**config.mk**
```make
export PLATFORM = sky130hd
export DESIGN_NAME = tdm_demux8
export DESIGN_NICKNAME = d
export VERILOG_FILES = /design/src/rtl/tdm_pkg.sv /design/src/rtl/tdm_demux8_decoder.sv /design/src/rtl/tdm_demux8.sv
export SDC_FILE = /design/constraint.sdc
export NUM_CORES = 1
export LEC_CHECK = 0
export CORE_MARGIN = 3
export CORE_UTILIZATION = 30
export CTS_CLUSTER_DIAMETER = 30
export DETAILED_ROUTE_END_ITERATION = 8
export PLACE_DENSITY = 0.45
export RECOVER_POWER = 50
export REMOVE_ABC_BUFFERS = 1
export SYNTH_ARGS = -nofsm -noshare
export SYNTH_HDL_FRONTEND = slang
export SYNTH_SLANG_ARGS = --single-unit
```
**constraint.sdc**
```tcl
create_clock -name clk -period 3.41 [get_ports clk]
set_input_delay 0.341 -clock clk [delete_from_list [all_inputs] [get_ports clk]]
set_output_delay 0.341 -clock clk [all_outputs]
set_load 0.02 [all_outputs]
```
**src/rtl/tdm_pkg.sv**
```systemverilog
// Shared definitions for the 8-lane TDM demultiplexer.
// Define TDM_PARITY_EN to append an even-parity slot to every frame.
package tdm_pkg;

  typedef enum logic {
    ST_HUNT = 1'b0,
    ST_RUN  = 1'b1
  } state_e;

  localparam int LANES = 8;

`ifdef TDM_PARITY_EN
  localparam int FRAME_LEN = 9;
  localparam int SLOT_W    = 4;
`else
  localparam int FRAME_LEN = 8;
  localparam int SLOT_W    = 3;
`endif

  function automatic logic even_parity(input logic [7:0] data);
    return ^data;
  endfunction

endpackage

```
**src/rtl/tdm_demux8_decoder.sv**
```systemverilog
// Gate-level 3-to-8 one-hot decoder used as the lane capture enable.
module decoder3to8 (
  input  logic [2:0] in,
  input  logic       en,
  output logic [7:0] out
);

  logic [2:0] in_n;

  not u_n0 (in_n[0], in[0]);
  not u_n1 (in_n[1], in[1]);
  not u_n2 (in_n[2], in[2]);

  and u_a0 (out[0], en, in_n[2], in_n[1], in_n[0]);
  and u_a1 (out[1], en, in_n[2], in_n[1], in[0]);
  and u_a2 (out[2], en, in_n[2], in[1],   in_n[0]);
  and u_a3 (out[3], en, in_n[2], in[1],   in[0]);
  and u_a4 (out[4], en, in[2],   in_n[1], in_n[0]);
  and u_a5 (out[5], en, in[2],   in_n[1], in[0]);
  and u_a6 (out[6], en, in[2],   in[1],   in_n[0]);
  and u_a7 (out[7], en, in[2],   in[1],   in[0]);

endmodule

```
**src/rtl/tdm_demux8.sv**
```systemverilog
// Receive end of an 8-slot TDM line: aligns on sync, routes slot k to dout[k].
// Optional TDM_PARITY_EN adds a ninth, even-parity slot checked before release.
module tdm_demux8
  import tdm_pkg::*;
#(
  parameter int TIMEOUT = 16
) (
  input  logic              clk,
  input  logic              reset,
  input  logic              din,
  input  logic              din_valid,
  input  logic              sync,
  output logic [7:0]        dout,
  output logic              dout_valid,
  output logic [SLOT_W-1:0] slot,
  output logic              frame_err
);

  localparam logic [7:0]        TIMEOUT_C = TIMEOUT[7:0];
  localparam logic [SLOT_W-1:0] LAST_SLOT = SLOT_W'(FRAME_LEN - 1);
  localparam logic [SLOT_W-1:0] SLOT_ONE  = SLOT_W'(1);

  state_e            state_r, state_n;
  logic [SLOT_W-1:0] slot_r, slot_n;
  logic [7:0]        cnt_r, cnt_n, cnt_inc_s;
  logic [7:0]        shadow_r, shadow_cap_s;
  logic [7:0]        dout_r, dout_n;
  logic              dv_r, dv_n, fe_r, fe_n;
  logic              start_s, cap_s;
  logic [2:0]        dec_sel_s;
  logic [7:0]        lane_en_s;

  // Lane select: a sync bit always lands in lane 0, otherwise the current slot.
  always_comb begin
    start_s   = din_valid & sync;
`ifdef TDM_PARITY_EN
    cap_s     = start_s | (din_valid & (state_r == ST_RUN) & ~slot_r[3]);
`else
    cap_s     = start_s | (din_valid & (state_r == ST_RUN));
`endif
    dec_sel_s = start_s ? 3'd0 : slot_r[2:0];
    cnt_inc_s = cnt_r + 8'd1;
  end

  decoder3to8 u_dec (
    .in  (dec_sel_s),
    .en  (cap_s),
    .out (lane_en_s)
  );

  assign shadow_cap_s = (shadow_r & ~lane_en_s) | ({8{din}} & lane_en_s);

  // Next-state, slot/timeout counters and output pulses.
  always_comb begin
    state_n = state_r;
    slot_n  = slot_r;
    cnt_n   = cnt_r;
    dout_n  = dout_r;
    dv_n    = 1'b0;
    fe_n    = 1'b0;
    case (state_r)
      ST_HUNT: begin
        cnt_n = 8'd0;
        if (din_valid & sync) begin
          state_n = ST_RUN;
          slot_n  = SLOT_ONE;
        end else if (din_valid) begin
          fe_n = 1'b1;
        end else begin
          state_n = ST_HUNT;
        end
      end
      ST_RUN: begin
        if (din_valid) begin
          cnt_n = 8'd0;
          if (sync) begin
            // Misplaced sync restarts the frame from this bit.
            fe_n   = (slot_r != {SLOT_W{1'b0}});
            slot_n = SLOT_ONE;
          end else if (slot_r == LAST_SLOT) begin
            state_n = ST_HUNT;
            slot_n  = {SLOT_W{1'b0}};
`ifdef TDM_PARITY_EN
            if (din == even_parity(shadow_r)) begin
              dout_n = shadow_r;
              dv_n   = 1'b1;
            end else begin
              fe_n = 1'b1;
            end
`else
            dout_n = shadow_cap_s;
            dv_n   = 1'b1;
`endif
          end else begin
            slot_n = slot_r + SLOT_ONE;
          end
        end else if (cnt_inc_s == TIMEOUT_C) begin
          fe_n    = 1'b1;
          state_n = ST_HUNT;
          slot_n  = {SLOT_W{1'b0}};
          cnt_n   = 8'd0;
        end else begin
          cnt_n = cnt_inc_s;
        end
      end
      default: begin
        state_n = ST_HUNT;
        slot_n  = {SLOT_W{1'b0}};
        cnt_n   = 8'd0;
      end
    endcase
  end

  // State and output registers.
  always_ff @(posedge clk or posedge reset) begin
    if (reset) begin
      state_r  <= ST_HUNT;
      slot_r   <= {SLOT_W{1'b0}};
      cnt_r    <= 8'd0;
      shadow_r <= 8'h00;
      dout_r   <= 8'h00;
      dv_r     <= 1'b0;
      fe_r     <= 1'b0;
    end else begin
      state_r  <= state_n;
      slot_r   <= slot_n;
      cnt_r    <= cnt_n;
      shadow_r <= shadow_cap_s;
      dout_r   <= dout_n;
      dv_r     <= dv_n;
      fe_r     <= fe_n;
    end
  end

  assign dout       = dout_r;
  assign dout_valid = dv_r;
  assign slot       = slot_r;
  assign frame_err  = fe_r;

endmodule

```
=== Word-level counts from Yosys, hierarchy flattened ===
Index checks and enable logic that the tools add are counted.

* Register bits after elaboration: 30

* Reduce and logical (&&, ||, !) cells: 11
* Add/sub/neg operators: 2
* Multiplexer cells: 26
* Eq/ne operators: 4
* Bitwise gates (word level): 12

{| class="wikitable"
|+ Operator list
! operator !! number
|-
| 4-bit AND reduction || 9
|-
| 3-bit two-way mux || 6
|-
| 8-bit bitwise AND || 2
|-
| 8-bit two-way mux || 2
|-
| 8-bit one-hot mux with 2 select lines || 1
|-
| 1-bit two-way mux || 14
|-
| 8-bit by 1-bit adder with 8-bit output (second input constant) || 1
|-
| 8-bit by 5-bit equality test with 1-bit output (second input constant) || 1
|-
| 8-bit NOT || 1
|-
| 8-bit bitwise OR || 1
|-
| 3-bit one-hot mux with 2 select lines || 1
|-
| 1-bit NOT || 5
|-
| 1-bit one-hot mux with 2 select lines || 2
|-
| 3-bit by 1-bit adder with 3-bit output (second input constant) || 1
|-
| 3-bit equality test (second input constant) || 1
|-
| 3-bit by 2-bit inequality test with 1-bit output (second input constant) || 1
|-
| 3-bit nonzero test || 1
|-
| 1-bit bitwise AND || 2
|-
| 2-bit inequality test (second input constant) || 1
|-
| 2-bit AND reduction || 1
|-
| 1-bit bitwise OR || 1
|}

=== Depth between registers and ports, before layout ===
Gate-level depths: netlist (run 1).

* Depth after elaboration: 7
* Gate-level depth with buffers: 7
* Mapped depth without buffers: 6

=== Modules after synthesis ===
From an unflattened synthesis (run 1), not the netlist that was laid out.

* Cells, all modules: 127
* Area total of the unflattened synthesis: 1492.7 µm²

{| class="wikitable"
|+ Modules (own cells, without submodules)
! module !! cells an instance !! area each (µm²) !! instances !! seq. area each (µm²)
|-
| tdm_demux8 || 119 || 1396.3 || 1 || 750.7
|-
| decoder3to8 || 8 || 96.3 || 1 || 0.0
|}

=== Worst setup path before layout (run 1) ===
No wires, ideal clock.

* Path type: reg2reg
* Start point: register cnt_r[0]
* End point: register fe_r (netlist: frame_err)
* Library setup time: 0.124 ns
* Arrival time: 1.684 ns
* Cell stages (with the launch flop): 8
* Path buffers: 1
* Slack: 1.602 ns
* Data required time: 3.286 ns
* Cell sequence: dfrtp_1 > ha_1 > clkbuf_1 > a211oi_1 > a311o_1 > a21oi_1 > nor4_1 > a211o_1

* Cells in the longest elaborated chain, start to end: 5

{| class="wikitable"
|+ Ends and longest elaborated chain
! what !! line !! text
|-
| start, declared || tdm_demux8.sv:25 || <nowiki>logic [7:0] cnt_r, cnt_n, cnt_inc_s;</nowiki>
|-
| start signal, assigned || tdm_demux8.sv:127 || <nowiki>cnt_r <= cnt_n;</nowiki>
|-
| 8-bit by 1-bit adder with 8-bit output || tdm_demux8.sv:42 || <nowiki>cnt_inc_s = cnt_r + 8'd1;</nowiki>
|-
| 8-bit by 5-bit equality test with 1-bit output || tdm_demux8.sv:97 || <nowiki>end else if (cnt_inc_s == TIMEOUT_C) begin</nowiki>
|-
| 1-bit two-way mux || tdm_demux8.sv:97 ||
|-
| 1-bit two-way mux || tdm_demux8.sv:74 || <nowiki>if (din_valid) begin</nowiki>
|-
| 1-bit one-hot mux with 2 select lines || tdm_demux8.sv:61 || <nowiki>case (state_r)</nowiki>
|-
| net fe_n || tdm_demux8.sv:28 || <nowiki>logic dv_r, dv_n, fe_r, fe_n;</nowiki>
|-
| end signal, assigned || tdm_demux8.sv:131 || <nowiki>fe_r <= fe_n;</nowiki>
|-
| end, declared || tdm_demux8.sv:28 ||
|}

The timed path passes the listed nets, and every way through them passes these cells.
A chain may end at the register's enable or synchronous reset.

=== Final worst setup path (run 1) ===
* Start point: input din_valid
* End point: register dout_r[7] (netlist: dout[7])

* Cells in the longest elaborated chain, start to end: 6
* Elaborated cells between the ends (all ways): 10
* Those cells by class: mux: 1; bitwise: 7; reduce/logical: 2

{| class="wikitable"
|+ Ends and longest elaborated chain
! what !! line !! text
|-
| start, declared || tdm_demux8.sv:11 || <nowiki>input logic din_valid,</nowiki>
|-
| 1-bit bitwise AND (on tied branches) || tdm_demux8.sv:35, tdm_demux8.sv:39 ||
|-
| 1-bit bitwise OR or 3-bit two-way mux (tied branches) || tdm_demux8.sv:39, tdm_demux8.sv:41 ||
|-
| 4-bit AND reduction * || tdm_demux8_decoder.sv:21 || <nowiki>and u_a7 (out[7], en, in[2], in[1], in[0]);</nowiki>
|-
| 8-bit NOT || tdm_demux8.sv:51 || <nowiki>assign shadow_cap_s = (shadow_r & ~lane_en_s) | ({8{din}} & lane_en_s);</nowiki>
|-
| 8-bit bitwise AND || tdm_demux8.sv:51 ||
|-
| 8-bit bitwise OR * || tdm_demux8.sv:51 ||
|-
| net shadow_cap_s[7] || tdm_demux8.sv:26 || <nowiki>logic [7:0] shadow_r, shadow_cap_s;</nowiki>
|-
| end signal, assigned || tdm_demux8.sv:129 || <nowiki>dout_r <= dout_n;</nowiki>
|-
| end, declared || tdm_demux8.sv:27 || <nowiki>logic [7:0] dout_r, dout_n;</nowiki>
|}

Mark *: on every way through the listed nets, which the timed path passes. The rest lies on a longest branch.

==> results.cfg, run 1 <==
[cts]
clock_path_buffers = 2
numClockSinks = 30
cts_resized = 0
cts-root-buf = clkbuf_8
post_cts.repair.setup_buffers = 0
htreeDepth = 2
clk_latency_ns = 0.27
hold_buffers = 0
clk_pin_slew_ns = 0.06
cts_made_buffers = 5
cts_tree = built

[sta]
skew_ns = 0.005949
period_share = 0.6248
rsz0062_at_grt = no
setup-tns-final_ns = 0
max_freq_ghz = 0.4694
timing.final.hold_violations = 0
fin_crit_ns = 2.131
tightestPinTransition_ns = 1.611
slew_headroom = -0.07371
setup-violations-final = 0
slew_viol_final = 31

[grt]
grt_pass1_vias = 1152
grt_pass1_wl_mm = 5.333
overflow = 0
grt_usage = 0.1161
grt_max_degree = 31
antenna_found_initial = 0

[floorplan]
floorplan.die_area_sq_um = 5803
io_pins = 18
num_rows = 24
core-area_sq_um = 4564
initial_core_util = 0.3237
die_y_um = 76.18
die_x_um = 76.18

[hold_path]
holdCritPathClass = register to register
min_to = shadow_r[6]
worstHoldStart = shadow_r[6]
min_delay_path_depth = 1

[logic_synthesis]
synth_edf_count = 0
syn_avg_cell_area_sq_um = 11.03
synth_cells = 134
yosys_warnings = 0
ys_types = 35
yosysSeqAreaShare = 0.5080
async_flop_share = 1.000
synth_top_area_frac = 0.5080
yosysTopAreaCell = dfrtp_1
ys_seq_elements = 30
ys.flop_type = dfrtp_1
synth.area.top_cells = dfrtp_1 (51%), mux2_2 (11%), ha_1 (4.2%)
synth_area_sq_um = 1478

[route]
wl_per_cell_um = 13.51
vias = 1071
viasPerCell = 4.868
drc = 0
routed_wl_mm = 2.972
ant_nets = 0
initialDrtViolationCount = 45
first_pass_iters = 4

[pwr]
switchingPower_w = 0.0003401
p_comb_frac = 0.293
vdd_drop_max_uv = 300.4
finalPower_w = 0.001088
leakagePower_nw = 0.7853
swShare = 0.3126
power_density_nw_per_um2 = 607.7
internal_power_w = 0.0007480
clock_power_share = 0.238
pwr-share-seq = 0.469

[placed_design]
io_buffers = 17
dp_hpwl_mm = 2.142
gp_congestion = 0.8081

[setup_path]
critPathKind = primary input to register
reg2reg_depth = 6
critPathLaunchType = primary input
r2r-start = cnt_r[0]
crit_chain = dlygate4sd3_1 > nand2_1 > nand2_1 > or3_1 > mux2_4 > mux2_4
cp-end-kind = register
cp.required_ns = 3.57
cp_num_buf_inv = 1
crit_path_max_incr_delay_ns = 0.65
crit_path_max_fanout = 8
crit_family = simple AND/OR/NAND/NOR gates
r2r-end = slot[0]
cp.arrival_ns = 2.29
cp_slowest_cell = dlygate4sd3_1
ff2ff_setup_slack_ns = 1.33

[layout]
diodes = 0
fin_nets = 165
utilization = 0.3923
drive_gt1_frac = 0.1548
area_delta_synth_final_pct = 21.17
fillers = 477

[outcome]
status = finished, violations left
failed_checks = capacitance limit, slew limit

[run]
drv_cap = 1
registers in the layout, indices dropped and copies added (netlist names):
name,flops
state_r,1
shadow_r,8
dout,8
slot,3
dout_valid,1
cnt_r,8
frame_err,1
placed cells by master, fill, tap and decap left out:
cell type         n
dfrtp_1          30
clkdlybuf4s50_1  15
mux2_2           14
nand2_1          13
nor3_1            8
inv_1             7
nor2_1            7
xor2_1            6
a21oi_1           5
ha_1              5
clkbuf_8          5
nand4_1           4
nand3_1           3
o21ai_0           3
clkbuf_1          3
nor2b_1           2
and4_1            2
a211oi_1          2
mux2_4            2
o31ai_1           2
dlygate4sd3_1     2
o21a_1            1
and3b_4           1
nand2_2           1
a41oi_1           1
a21boi_0          1
and3b_1           1
a311o_1           1
nor3_2            1
xnor2_1           1
and3_1            1
or3_1             1
nor4_1            1
a211o_1           1
a22oi_1           1
o221ai_1          1
cell families (layout without fill, tap and decap cells):
kind of cell | count (synthesis) | after routing | share of synthesized area
DFF | 30 | 30 | 0.5080
xor gates and xnor gates | 7 | 7 | 0.04149
AOI/OAI and AO/OA | 19 | 19 | 0.08721
and+or+nand+nor | 46 | 46 | 0.1634
adders and majority gates | 5 | 5 | 0.04234
buffers and inverters | 11 | 32 | 0.03048
muxes | 16 | 16 | 0.1270
through the flow:
stage          hold WS (ns)  setup WS (ns)  cell area (sq um)  cells
3_3_place_gp         0.4756          1.114               1718    213
4_1_cts              0.4455          1.308               1794    220
5_1_grt              0.5105          1.010               1790    220
2_1_floorplan        0.4318          1.665               1459    130
3_5_place_dp         0.4804          1.076               1718    213
6_report             0.4895          1.279               1790    220
area by class of cell:
type                            instances  area [sq um]  area share
Multi-Input combinational cell         93         681.9      0.3809
Timing Repair Buffer                   18         173.9     0.09713
Clock buffer                            7         76.32     0.04263
Sequential cell                        30         750.7      0.4193
Inverter                                7         26.28     0.01468
Tap cell                               65         81.33     0.04542
layer usage:
metal / part of all wire / vias to the layer above / global-route usage / wire, um
li1: - / 520 / - / -
met1: 0.46 / 531 / 0.1287 / 1358
met2: 0.50 / 18 / 0.1968 / 1479
met3: 0.036 / 2 / 0.03783 / 108
met4: 0.0084 / 0 / 0.06341 / 25
met5: 0 / - / 0 / 0
cells in the mapped netlist (2+ instances only):
cell and count:
mux2_4 2, and4_1 2, nor2_1 7, nand4_1 4, o31ai_1 2, nand3_1 3
o21ai_0 3, nor2b_1 2, nand2_1 13, dfrtp_1 30, ha_1 5, nor3_1 8
a21oi_1 5, mux2_2 14, a211oi_1 2, clkbuf_1 3, inv_1 6, xor2_1 6
worst max-delay path by stage:
stage	start	endpoint	slack, ns	cells after the start
finish	din_valid	dout[7]	1.28	6
global route	reset	slot[0]	1.01	3
CTS	cnt_r[0]	slot[0]	1.31	6
detailed placement	din_valid	dout[7]	1.08	6
global placement	din_valid	dout[7]	1.11	6
floorplan	state_r	dout[7]	1.67	5
power groups by stage:
stage	combinational, W	clock, W	sequential, W
finish	0.000319	0.000259	0.000511
global route	0.000346	0.000290	0.000527
CTS	0.000325	0.000272	0.000512
global placement	0.000321	0	0.000514
floorplan	0.000153	0	0.000549
detailed placement	0.000325	0	0.000517
Power figures use the tool's default switching activity.
==> run 2, diff against run 1 <==
--- a/config.mk
+++ b/config.mk
@@ -9,7 +9,7 @@
 export CORE_UTILIZATION = 30
 export CTS_CLUSTER_DIAMETER = 30
 export DETAILED_ROUTE_END_ITERATION = 8
-export PLACE_DENSITY = 0.45
+export PLACE_DENSITY = 0.47
 export RECOVER_POWER = 50
 export REMOVE_ABC_BUFFERS = 1
 export SYNTH_ARGS = -nofsm -noshare
==> constraint.sdc (replaced) <==
create_clock -name clk -period 1.8 [get_ports clk]
set_input_delay 0.18 -clock clk [delete_from_list [all_inputs] [get_ports clk]]
set_output_delay 0.18 -clock clk [all_outputs]
set_load 0.02 [all_outputs]
==> run 2 against run 1 <==
Against the previous run:
- the run now ends clean
- first-iteration DRC count decreased by 29%
- clock skew decreased by 0.0035 ns
- critical path depth increased by 1
- via count increased by 3.6%
- worst hold slack improved by 0.0034 ns
- wire length increased by 4.0%
- sequential cell count unchanged
- sequential share of layout area decreased by 3.6 points
- cell area increased by 9.8%
- cell count increased by 9.5%
- critical path type unchanged
- critical endpoint unchanged
- largest cell class unchanged
- largest power group unchanged
==> results.cfg, run 2 (same netlist as run 1, synthesis figures left out) <==
[outcome]
status = complete, no violations

[setup_path]
crit_path_max_fanout = 4
critPathLaunchType = primary input
cp.required_ns = 1.96
r2r-start = state_r
critPathKind = primary input to register
timing.critical_path.from = sync
cp-end-kind = register
cp.arrival_ns = 1.89

[route]
wl_per_cell_um = 12.82
ant_nets = 0
initialDrtViolationCount = 32
first_pass_iters = 4
routed_wl_mm = 3.090
vias = 1110
viasPerCell = 4.606
drc = 0

[sta]
timing.final.hold_violations = 0
setup-violations-final = 0
period_share = 0.9627
slew_headroom = 0.5074
fin_crit_ns = 1.733
slew_viol_final = 0
rsz0062_at_grt = no
tightestPinTransition_ns = 0.7389
hold_ws_ns = 0.4929
max_freq_ghz = 0.5771
skew_ns = 0.002453

[cts]
clk_pin_slew_ns = 0.06
post_cts.repair.setup_buffers = 0
cts_tree = built
cts-root-buf = clkbuf_8
cts_made_buffers = 5
cts_resized = 1
numClockSinks = 30
htreeDepth = 2
clk_latency_ns = 0.27
clock_path_buffers = 2
hold_buffers = 0

[placed_design]
placed_area_sq_um = 1876
dp_hpwl_mm = 2.294
gp_congestion = 0.8176
placedCellCount = 234
io_buffers = 17

[grt]
antenna_found_initial = 0
grt_usage = 0.1178
grt_max_degree = 31
overflow = 0
grt_pass1_vias = 1143
grt_pass1_wl_mm = 5.444

[pwr]
clock_power_share = 0.228
switchingPower_w = 0.0006611
p_comb_frac = 0.328
swShare = 0.3085
vdd_drop_max_uv = 578.4
leakagePower_nw = 0.8774
internal_power_w = 0.001482
power_density_nw_per_um2 = 1090
finalPower_w = 0.002143
pwr-share-seq = 0.444

[hold_path]
holdCritPathClass = register to register
worstHoldStart = shadow_r[6]

[floorplan]
die_x_um = 76.18
num_rows = 24
floorplan.die_area_sq_um = 5803
initial_core_util = 0.3237
core-area_sq_um = 4564
io_pins = 18
die_y_um = 76.18

[layout]
final_area_sq_um = 1966
stdcell_count = 241
drive_gt1_frac = 0.2841
fin_nets = 186
final_cell_mix = dfrtp_1 (28), buf_4 (19), clkdlybuf4s50_1 (16)
fillers = 462
area_delta_synth_final_pct = 33.02
final_common_cell = dfrtp_1
diodes = 0

[run]
drv_cap = 0
[run 2: path summary, 6_finish.rpt]
kind	slack (ns)	end	cells after the start
max	0.07	dout[7]	7
min	0.49	shadow_r[6]	1
max reg2reg	0.08	dout[7]	5
min reg2reg	0.49	shadow_r[6]	1
max in group asynchronous	0.74	cnt_r[0]	3
min in group asynchronous	0.55	cnt_r[2]	3
[run 2: final cells by class]
cell class / count / area (sq um) / share of cell area
Sequential cell: 30 / 753.2 / 0.3832
Clock buffer: 7 / 76.32 / 0.03883
Tap cell: 65 / 81.33 / 0.04137
Multi-Input combinational cell: 93 / 703.2 / 0.3577
Inverter: 7 / 26.28 / 0.01337
Timing Repair Buffer: 39 / 325.3 / 0.1655
[run 2: worst max-delay path: stages]
cell             delay (ns)
clkdlybuf4s50_1        0.41
buf_4                  0.15
nand2_1                0.10
nand2_1                0.10
or3_1                  0.38
mux2_4                 0.31
mux2_4                 0.25
[run 2: per-stage QoR]
stage	setup slack, ns	setup TNS [ns]	utilization
final	0.06716	0	0.4306
after global routing	0.01099	0	0.4306
after CTS	0.01219	0	0.4282
after detailed placement	-0.2167	-1.195	0.4109
after global placement	-0.2049	-0.9413	0.4109
after floorplan	0.05531	0	-
[run 2: power groups by stage]
stage          Sequential, W  Combinational (W)  Clock (W)
2_1_floorplan        0.00104           0.000290          0
3_3_place_gp        0.000957           0.000698          0
3_5_place_dp        0.000960           0.000710          0
4_1_cts             0.000952           0.000713   0.000510
5_1_grt             0.000973           0.000770   0.000546
6_report            0.000951           0.000703   0.000489
[run 2: layer usage]
| layer | vias to the layer above | global-route usage | part of all wire |
|---|---|---|---|
| li1 | 559 | - | - |
| met1 | 537 | 0.1492 | 0.49 |
| met4 | 0 | 0.03804 | 0.0061 |
| met5 | - | 0 | 0 |
| met2 | 12 | 0.1817 | 0.47 |
| met3 | 2 | 0.04965 | 0.028 |
==> run 3, diff against run 2 <==
--- a/config.mk
+++ b/config.mk
@@ -9,6 +9,7 @@
 export CORE_UTILIZATION = 30
 export CTS_CLUSTER_DIAMETER = 30
 export DETAILED_ROUTE_END_ITERATION = 8
+export HOLD_SLACK_MARGIN = 0.05
 export PLACE_DENSITY = 0.47
 export RECOVER_POWER = 50
 export REMOVE_ABC_BUFFERS = 1
==> results of run 3 <==
No change in the layout: final DEF, timing and power equal those of run 2.
